$ cat src/rtl/chess_piece_judge_if.sv
// Pixel-to-stone judge interface.
// Groups the per-pixel query (x, y, row, col) and the registered answer
// (judge, rim) exchanged between the board renderer and the judge.
//   master : board renderer side, drives the pixel query, reads the answer
//   slave  : judge side, reads the pixel query, drives the answer
interface chess_piece_judge_if;
    logic [9:0] x;      // pixel column 0..639
    logic [9:0] y;      // pixel row 0..479
    logic [3:0] col;    // intersection column, 15 = outside grid
    logic [3:0] row;    // intersection row, 15 = outside grid
    logic       judge;  // pixel lies inside the stone disk
    logic       rim;    // pixel lies on the outer rim of the disk

    modport master (
        output x, y, col, row,
        input  judge, rim
    );

    modport slave (
        input  x, y, col, row,
        output judge, rim
    );
endinterface

$ cat src/rtl/chess_piece_judge.sv
// chess_piece_judge
// Decides, for every scanned pixel, whether it falls inside the round stone
// drawn at the given board intersection and whether it sits on the stone's
// outer rim. Results are registered with a latency of one pixel clock.
// Ports:
//   clk : pixel clock (single domain)
//   rst : synchronous active-low reset, clears judge/rim
//   pix : chess_piece_judge_if.slave
//         inputs  x[9:0], y[9:0], col[3:0], row[3:0]
//         outputs judge (inside disk), rim (on outer rim), both registered
module chess_piece_judge #(
    parameter int ORIGIN_X  = 102,
    parameter int ORIGIN_Y  = 23,
    parameter int GRID_SIZE = 31,
    parameter int RADIUS    = 13,
    parameter int RIM_WIDTH = 1
) (
    input  logic                 clk,
    input  logic                 rst,
    chess_piece_judge_if.slave   pix
);

    // Bits needed to hold an offset magnitude that passed the box test,
    // and the width of the sum of two such squares.
    localparam int RW  = $clog2(RADIUS + 1);
    localparam int D2W = 2 * RW + 1;

    localparam logic [11:0]    RADIUS_C  = 12'(RADIUS);
    localparam logic [D2W-1:0] OUTER2_C  = D2W'(RADIUS * RADIUS);
    localparam logic [D2W-1:0] INNER2_C  = D2W'((RADIUS - RIM_WIDTH) * (RADIUS - RIM_WIDTH));
    localparam logic [3:0]     OFF_GRID  = 4'd15;

    // Absolute value of a 12-bit two's-complement offset.
    function automatic logic [11:0] abs12(input logic signed [11:0] v);
        logic [11:0] r;
        r = v[11] ? 12'(-v) : 12'(v);
        return r;
    endfunction

    // Square of a box-limited magnitude, widened so the sum cannot wrap.
    function automatic logic [D2W-1:0] sq(input logic [RW-1:0] v);
        logic [D2W-1:0] w;
        w = D2W'(v);
        return D2W'(w * w);
    endfunction

    logic [11:0]        cx_s;
    logic [11:0]        cy_s;
    logic signed [11:0] dx_s;
    logic signed [11:0] dy_s;
    logic [11:0]        ax_s;
    logic [11:0]        ay_s;
    logic               near_s;
    logic [RW-1:0]      axn_s;
    logic [RW-1:0]      ayn_s;
    logic [D2W-1:0]     d2_s;
    logic               valid_idx_s;
    logic               inside_s;
    logic               on_rim_s;
    logic               judge_r;
    logic               rim_r;

    // Centre, offsets and distance test for the current pixel.
    always_comb begin
        cx_s   = 12'(ORIGIN_X) + 12'({8'd0, pix.col}) * 12'(GRID_SIZE);
        cy_s   = 12'(ORIGIN_Y) + 12'({8'd0, pix.row}) * 12'(GRID_SIZE);
        dx_s   = signed'({2'b00, pix.x}) - signed'(cx_s);
        dy_s   = signed'({2'b00, pix.y}) - signed'(cy_s);
        ax_s   = abs12(dx_s);
        ay_s   = abs12(dy_s);
        // Box test first: only magnitudes within RADIUS reach the squarers,
        // which keeps the multipliers RW bits wide.
        near_s = (ax_s <= RADIUS_C) && (ay_s <= RADIUS_C);
        axn_s  = near_s ? ax_s[RW-1:0] : {RW{1'b0}};
        ayn_s  = near_s ? ay_s[RW-1:0] : {RW{1'b0}};
        d2_s   = sq(axn_s) + sq(ayn_s);
        valid_idx_s = (pix.row != OFF_GRID) && (pix.col != OFF_GRID);
        inside_s    = valid_idx_s && near_s && (d2_s <= OUTER2_C);
        on_rim_s    = inside_s && (d2_s > INNER2_C);
    end

    // Output registers; reset overrides the pixel evaluation.
    always_ff @(posedge clk) begin
        if (!rst) begin
            judge_r <= 1'b0;
            rim_r   <= 1'b0;
        end else begin
            judge_r <= inside_s;
            rim_r   <= on_rim_s;
        end
    end

    assign pix.judge = judge_r;
    assign pix.rim   = rim_r;

endmodule

$ cat src/flat_wrapper.sv
// flat-port wrapper written by rule: the top's interface ports become plain ports
module chess_piece_judge_flat 
#(
    parameter int ORIGIN_X  = 102,
    parameter int ORIGIN_Y  = 23,
    parameter int GRID_SIZE = 31,
    parameter int RADIUS    = 13,
    parameter int RIM_WIDTH = 1
)
  (clk, rst, pix_x, pix_y, pix_col, pix_row, pix_judge, pix_rim);
  chess_piece_judge_if pix_i ();
  input  logic clk;
  input  logic rst;
  input wire logic [$bits(pix_i.x)-1:0] pix_x;
  input wire logic [$bits(pix_i.y)-1:0] pix_y;
  input wire logic [$bits(pix_i.col)-1:0] pix_col;
  input wire logic [$bits(pix_i.row)-1:0] pix_row;
  output wire logic [$bits(pix_i.judge)-1:0] pix_judge;
  output wire logic [$bits(pix_i.rim)-1:0] pix_rim;
  assign pix_i.x = pix_x;
  assign pix_i.y = pix_y;
  assign pix_i.col = pix_col;
  assign pix_i.row = pix_row;
  assign pix_judge = pix_i.judge;
  assign pix_rim = pix_i.rim;
  chess_piece_judge #(.ORIGIN_X(ORIGIN_X), .ORIGIN_Y(ORIGIN_Y), .GRID_SIZE(GRID_SIZE), .RADIUS(RADIUS), .RIM_WIDTH(RIM_WIDTH)) u_core (.clk(clk), .rst(rst), .pix(pix_i));
endmodule
$ cat config.mk
export PLATFORM = sky130hd
export DESIGN_NAME = chess_piece_judge_flat
export DESIGN_NICKNAME = d
export VERILOG_FILES = /design/src/rtl/chess_piece_judge_if.sv /design/src/rtl/chess_piece_judge.sv /design/src/flat_wrapper.sv
export SDC_FILE = /design/constraint.sdc
export NUM_CORES = 1
export LEC_CHECK = 0
export CAP_MARGIN = 20
export CORE_MARGIN = 1.5
export CORE_UTILIZATION = 60
export CTS_CLUSTER_SIZE = 24
export DETAILED_ROUTE_END_ITERATION = 8
export PLACE_DENSITY = 0.91
export SYNTH_ARGS = -nofsm -noshare
export SYNTH_HDL_FRONTEND = slang
export SYNTH_SLANG_ARGS = --single-unit
$ cat constraint.sdc
create_clock -name clk -period 12.9 [get_ports clk]
set_input_delay 1.29 -clock clk [delete_from_list [all_inputs] [get_ports clk]]
set_output_delay 1.29 -clock clk [all_outputs]
set_load 0.01 [all_outputs]
Yosys cells after proc, flatten, opt, wreduce, memory -nomap -nowiden
Cells that the tools add are included.
Cells by class
  $add $sub $neg: 7
  equality and inequality tests: 2
  $lt $le $gt $ge: 4
  reduce and logical (&&, ||, !) cells: 5
  $mul: 4
  mux-type cells: 4
Operators with widths (count)
  less-or-equal comparator 12 x 4 -> 1 bit (second input constant): 2
  two-way mux 12 bit: 2
  negator 12 bit: 2
  subtractor 11 x 12 -> 12 bit: 2
  multiplier 4 x 5 -> 9 bit (second input constant): 2
  multiplier 4 x 4 -> 8 bit: 2
  adder 5 x 9 -> 10 bit (first input constant): 1
  adder 7 x 9 -> 10 bit (first input constant): 1
  adder 8 x 8 -> 9 bit: 1
  > comparator 9 x 8 -> 1 bit (second input constant): 1
  less-or-equal comparator 9 x 8 -> 1 bit (second input constant): 1
  two-way mux 4 bit: 2
  != test 4 bit (second input constant): 2
  logical AND 1 bit: 5
Word-level totals
  output and inout bits: 2
  flip-flop bits (word level): 2
  input port bits: 30

Depth between registers and ports, before layout
  depth in word-level cells: 13
  gate-level depth with buffers: 39
  depth with buffers taken out: 37

Worst setup path before layout
OpenSTA, ideal clock, no wires.
  path type: input port to flip-flop
  start point: in pix_col[1]
  end point: reg u_core.rim_r, in the netlist u_core.pix.rim
  required time: 12839 ps
  arrival: 9734 ps
  slack: 3105 ps
  setup time: 61 ps
  cell stages on the path: 35
  path through: fa_1 > fa_1 > ha_1 > fa_1 > a21o_1 > a21oi_1 > o21bai_1 > a21oi_1 > xor2_1 > ha_1 > clkbuf_1 > o21a_1 > o21ai_0 > and2_1 > a31oi_1 > mux2i_1 > nor2b_1 > o41ai_1 > or4_4 > or3_1 > fa_1 > inv_1 > fa_1 > inv_1 > fa_1 > fa_1 > inv_1 > ha_1 > a21o_1 > a21oi_1 > o21bai_1 > a21oi_1 > xor2_1 > nand3_1 > and4bb_1
On the way
  cells in the longest elaborated chain, start to end: 13
  elaborated cells on any way between the ends: 19
  those cells by class: add/sub (4); mul (3); order compare (3); eq/ne (1); mux (3); reduce/logical (5)
RTL lines
  start: declaration: RTL line flat_wrapper.sv:16  | input wire logic [$bits(pix_i.col)-1:0] pix_col;
  multiplier 4 x 5 -> 9 bit: RTL line chess_piece_judge.sv:65  | cx_s = 12'(ORIGIN_X) + 12'({8'd0, pix.col}) * 12'(GRID_SIZE);
  adder 7 x 9 -> 10 bit: RTL line chess_piece_judge.sv:65
  subtractor 11 x 12 -> 12 bit: RTL line chess_piece_judge.sv:67  | dx_s = signed'({2'b00, pix.x}) - signed'(cx_s);
  negator 12 bit: RTL line chess_piece_judge.sv:36  | r = v[11] ? 12'(-v) : 12'(v);
  two-way mux 12 bit: RTL line chess_piece_judge.sv:36
  less-or-equal comparator 12 x 4 -> 1 bit: RTL line chess_piece_judge.sv:73  | near_s = (ax_s <= RADIUS_C) && (ay_s <= RADIUS_C);
  logical AND 1 bit: RTL line chess_piece_judge.sv:73
  two-way mux 4 bit, on equally long branches: RTL line chess_piece_judge.sv:74, chess_piece_judge.sv:75
  multiplier 4 x 4 -> 8 bit: RTL line chess_piece_judge.sv:44  | return D2W'(w * w);
  adder 8 x 8 -> 9 bit: RTL line chess_piece_judge.sv:76  | d2_s = sq(axn_s) + sq(ayn_s);
  less-or-equal comparator 9 x 8 -> 1 bit: RTL line chess_piece_judge.sv:78  | inside_s = valid_idx_s && near_s && (d2_s <= OUTER2_C);
  logical AND 1 bit: RTL line chess_piece_judge.sv:78
  logical AND 1 bit (*): RTL line chess_piece_judge.sv:79  | on_rim_s = inside_s && (d2_s > INNER2_C);
  end signal: assignment: RTL line chess_piece_judge.sv:89  | rim_r <= on_rim_s;
  end: declaration: RTL line chess_piece_judge.sv:61  | logic rim_r;
Every way passes the cells marked *; elsewhere a longest branch is shown, timed or not.
A chain may end at the register's enable or synchronous reset.

Worst setup path after layout
  start point: in pix_col[2]
  end point: reg u_core.rim_r, in the netlist u_core.pix.rim
Same word-level chain as after synthesis.

==> metrics.sh <==
SYNTH.LARGEST_AREA_CELL='sky130_fd_sc_hd__ha_1'
HOLD_PATH_ENDPOINT='u_core.pix.judge'
FIN_UTIL=0.6923
CTS_HOLD_BUF=0
SYN-NUM-NETS=554
SYNTH_LARGEST_TYPE_AREA_FRACTION=0.3026
CTS-BUFFERS-INSERTED=3
FINALSETUPTNS_NS=0
HOLDPATHSTAGES=3
CRIT_ARRIVAL_NS=11.24
LARGEST_NET_DEGREE_AT_THE_START_OF_GLOBAL_ROUTING=24
PWR-SHARE-CLK=0.048
DRIVE_GT1_FRAC=0.02908
SYNTH_SEQUENTIAL_AREA_RATIO=0.01181
P_SEQ_FRAC=0.012
POSTSYNTHREGISTERBITS=2
CTS_TREE='done'
FINAL_NETS=583
POWERDENSITY_nW_PER_UM2=135.9
DRC_ERRORS=0
SYN-MEAN-INSTANCE-AREA_SQ_UM=8.073
VIA_COUNT=3034
WORST_PATH_MAX_DELAY_CELL='sky130_fd_sc_hd__clkdlybuf4s50_1'
HOLD_START='rst'
OUTCOME='completed'
FILLERINSTANCES=452
CTS_MAX_LEVEL=1
CRIT_PATH_LAUNCH_TYPE='primary input'
VDD_DROP_MAX_mV=0.1158
DIE-WIDTH_UM=78.18
P_SW_FRAC=0.5555
FINAL.MIN_CLOCK_PERIOD_NS=11.14
GRT_SETUP_UNREPAIRED='no'
YS_WARN_COUNT=0
AVGVIACOUNTPERCELL=5.846
POST_SYNTH_MOST_FREQUENT_CELLS='sky130_fd_sc_hd__ha_1 (82), sky130_fd_sc_hd__inv_1 (62), sky130_fd_sc_hd__nor2_1 (30)'
GPL.FINAL_WEIGHTED_CONGESTION=0.9639
STATIC-LEAKAGE-POWER_nW=1.855
AVGROUTEDWIREPERCELL_UM=14.18
CRIT_TYPE='primary input to flop'
GRT_ANTENNA_BEFORE_REPAIR=0
DP_HPWL_UM=6401
CLOCK-ROOT-BUFFER='sky130_fd_sc_hd__clkbuf_8'
REPORT.FINAL.HOLD_VIOL_COUNT=0
WORST_PIN_SLEW_NS=0.5559
WORST_PATH_MOST_REPEATED_CELL='sky130_fd_sc_hd__fa_1'
SLEW_HEADROOM=0.6282
INSERTEDDIODECOUNT=0
TIMING.CRITICAL_PATH.TO_TYPE='flop'
ACHIEVABLE-FREQUENCY_MHz=89.78
CLOCK_TREE.BUFFER_DEPTH=2
DETAIL_ROUTE.FIRST_PASS.ITERATIONS=4
SYN-CELL-AREA_SQ_UM=3391
POST-SYNTH-TOP-COUNT-CELL='sky130_fd_sc_hd__ha_1'
IO_BUFFERS=31
COMB_POWER_SHARE=0.940
FIN_CRIT_SH=0.8634
FIRST_PASS_GRT_WIRE_LENGTH_UM=12910
CTS.SINK_COUNT=2
GR-TOTAL-OVERFLOW=0
WIRELENGTH_UM=7362
CRITICAL-PATH-MAX-STAGE-DELAY_NS=0.73
FLOORPLAN.IO_PINS=32
SYNTH_FLOP_CELL='sky130_fd_sc_hd__dfxtp_1'
TIMING.CRITICAL_PATH.FANOUT_MAX=23
MIN-DELAY-PATH-CLASS='primary input to flop'
FLOW.AREA_GROWTH_FROM_SYNTHESIS_PCT=11.73
STD_CELL_ROWS=27
POWER.SWITCHING_W=0.0002859
CTS_RESIZED=0
SYNTH-EDFF-COUNT=0
START_UTIL=0.6196
DIE_Y_UM=78.18
SLEW_VIOLATIONS=0
INTERNAL_POWER_W=0.0002288
CLK_TRANSITION_REPORTED_PATHS_NS=0.03
SETUP_VIOL_COUNT_FINAL=0
TIMING.MAX_CAP.VIOLATIONS=0
POSTSYNTHCELLCOUNT=420
CP_DATA_REQUIRED_TIME_NS=13.00
SYNTHARSTFLOPSHARE=0
POST-CTS-SETUP-BUFFER-COUNT=0
CORE_AREA_SQ_UM=5473
FP.DIEAREA_SQ_UM=6111
DETAIL_ROUTE.ITER0.VIOLATIONS=119
DISTINCT_CELLS_SYNTH=55
SYNTH.AREA.TOP_CELLS='sky130_fd_sc_hd__ha_1 (30%), sky130_fd_sc_hd__fa_1 (13%), sky130_fd_sc_hd__inv_1 (6.9%), sky130_fd_sc_hd__xnor2_1 (5.7%), sky130_fd_sc_hd__a21oi_1 (3.8%)'
FIRST_GLOBAL_VIAS=2994
GRT_USAGE=0.2564
ANT_NETS=0
HOLD_WS_NS=1.688
## critical path, delay by kind of cell
kind	cells	cell delay [ns]
fa+ha+maj	11	4.90
compound gates	11	1.60
xor+xnor	2	0.29
buf+inv	6	1.05
mux	1	0.41
simple gates	5	1.69
## metrics by stage
| step | cell area, sq um | worst slack [ns] | power (W) | std cells |
|---|---|---|---|---|
| floorplan | 3391 | 3.105 | 0.0003855 | 420 |
| global placement | 3747 | 2.102 | 0.0004615 | 516 |
| detailed placement | 3747 | 1.681 | 0.0004797 | 516 |
| CTS | 3789 | 1.838 | 0.0005080 | 519 |
| global route | 3789 | 1.349 | 0.0005687 | 519 |
| finish | 3789 | 1.762 | 0.0005148 | 519 |
## power by group through the flow
stage	logic [W]	clock network, W	registers [W]
finish	0.000484	0.0000245	0.00000625
global route	0.000536	0.0000260	0.00000625
CTS	0.000477	0.0000245	0.00000625
detailed placement	0.000473	0	0.00000633
global placement	0.000455	0	0.00000632
floorplan	0.000379	0	0.00000633
## cell type report
type                    instances  area, sq um  share of cell area
multi-input cells             349         3074              0.8114
repair buffers                 31        310.3             0.08190
inverters                      62        232.7             0.06143
well taps                      72        90.09             0.02378
clock buffers                   3        41.29             0.01090
flip-flops and latches          2        40.04             0.01057
## logic make-up (layout without fill, tap and decap cells)
kind of cell,after synthesis,in the layout,share of synthesized area
XOR/XNOR,34,34,0.08782
buffers and inverters,69,96,0.08155
AND/OR/NAND/NOR,102,102,0.1627
adder cells (fa/ha/maj),104,104,0.4325
AO/OA/AOI/OAI,106,106,0.2144
flip-flops,2,2,0.01181
multiplexers,3,3,0.009225
## flip-flops by register name, indices dropped and copies added, names as in the netlist
signal / count
u_core.pix.judge: 1
u_core.pix.rim: 1
## layer usage
metal  global-route usage  wire (um)  vias up
li1                     -          -     1540
met1               0.3167       3262     1404
met2               0.4870       3755       82
met3              0.02209        251        8
met4              0.04286         92        0
met5                    0          0        -
## placed cells by master, fill, tap and decap left out, types with 12 or more instances in the layout
master                             n
sky130_fd_sc_hd__a21oi_1          26
sky130_fd_sc_hd__clkdlybuf4s50_1  31
sky130_fd_sc_hd__fa_1             22
sky130_fd_sc_hd__ha_1             82
sky130_fd_sc_hd__inv_1            62
sky130_fd_sc_hd__nor2_1           30
sky130_fd_sc_hd__nor3_1           12
sky130_fd_sc_hd__o21ai_0          18
sky130_fd_sc_hd__xnor2_1          22
sky130_fd_sc_hd__xor2_1           12
## worst max-delay path by stage
stage,cells past startpoint,from,end
after detailed placement,36,pix_col[2],u_core.pix.rim
after floorplan,35,pix_col[1],u_core.pix.rim
final,36,pix_col[2],u_core.pix.rim
after global routing,36,pix_col[2],u_core.pix.rim
after global placement,35,pix_col[2],u_core.pix.rim
after CTS,36,pix_col[2],u_core.pix.rim
Power figures use the tool's default switching activity.
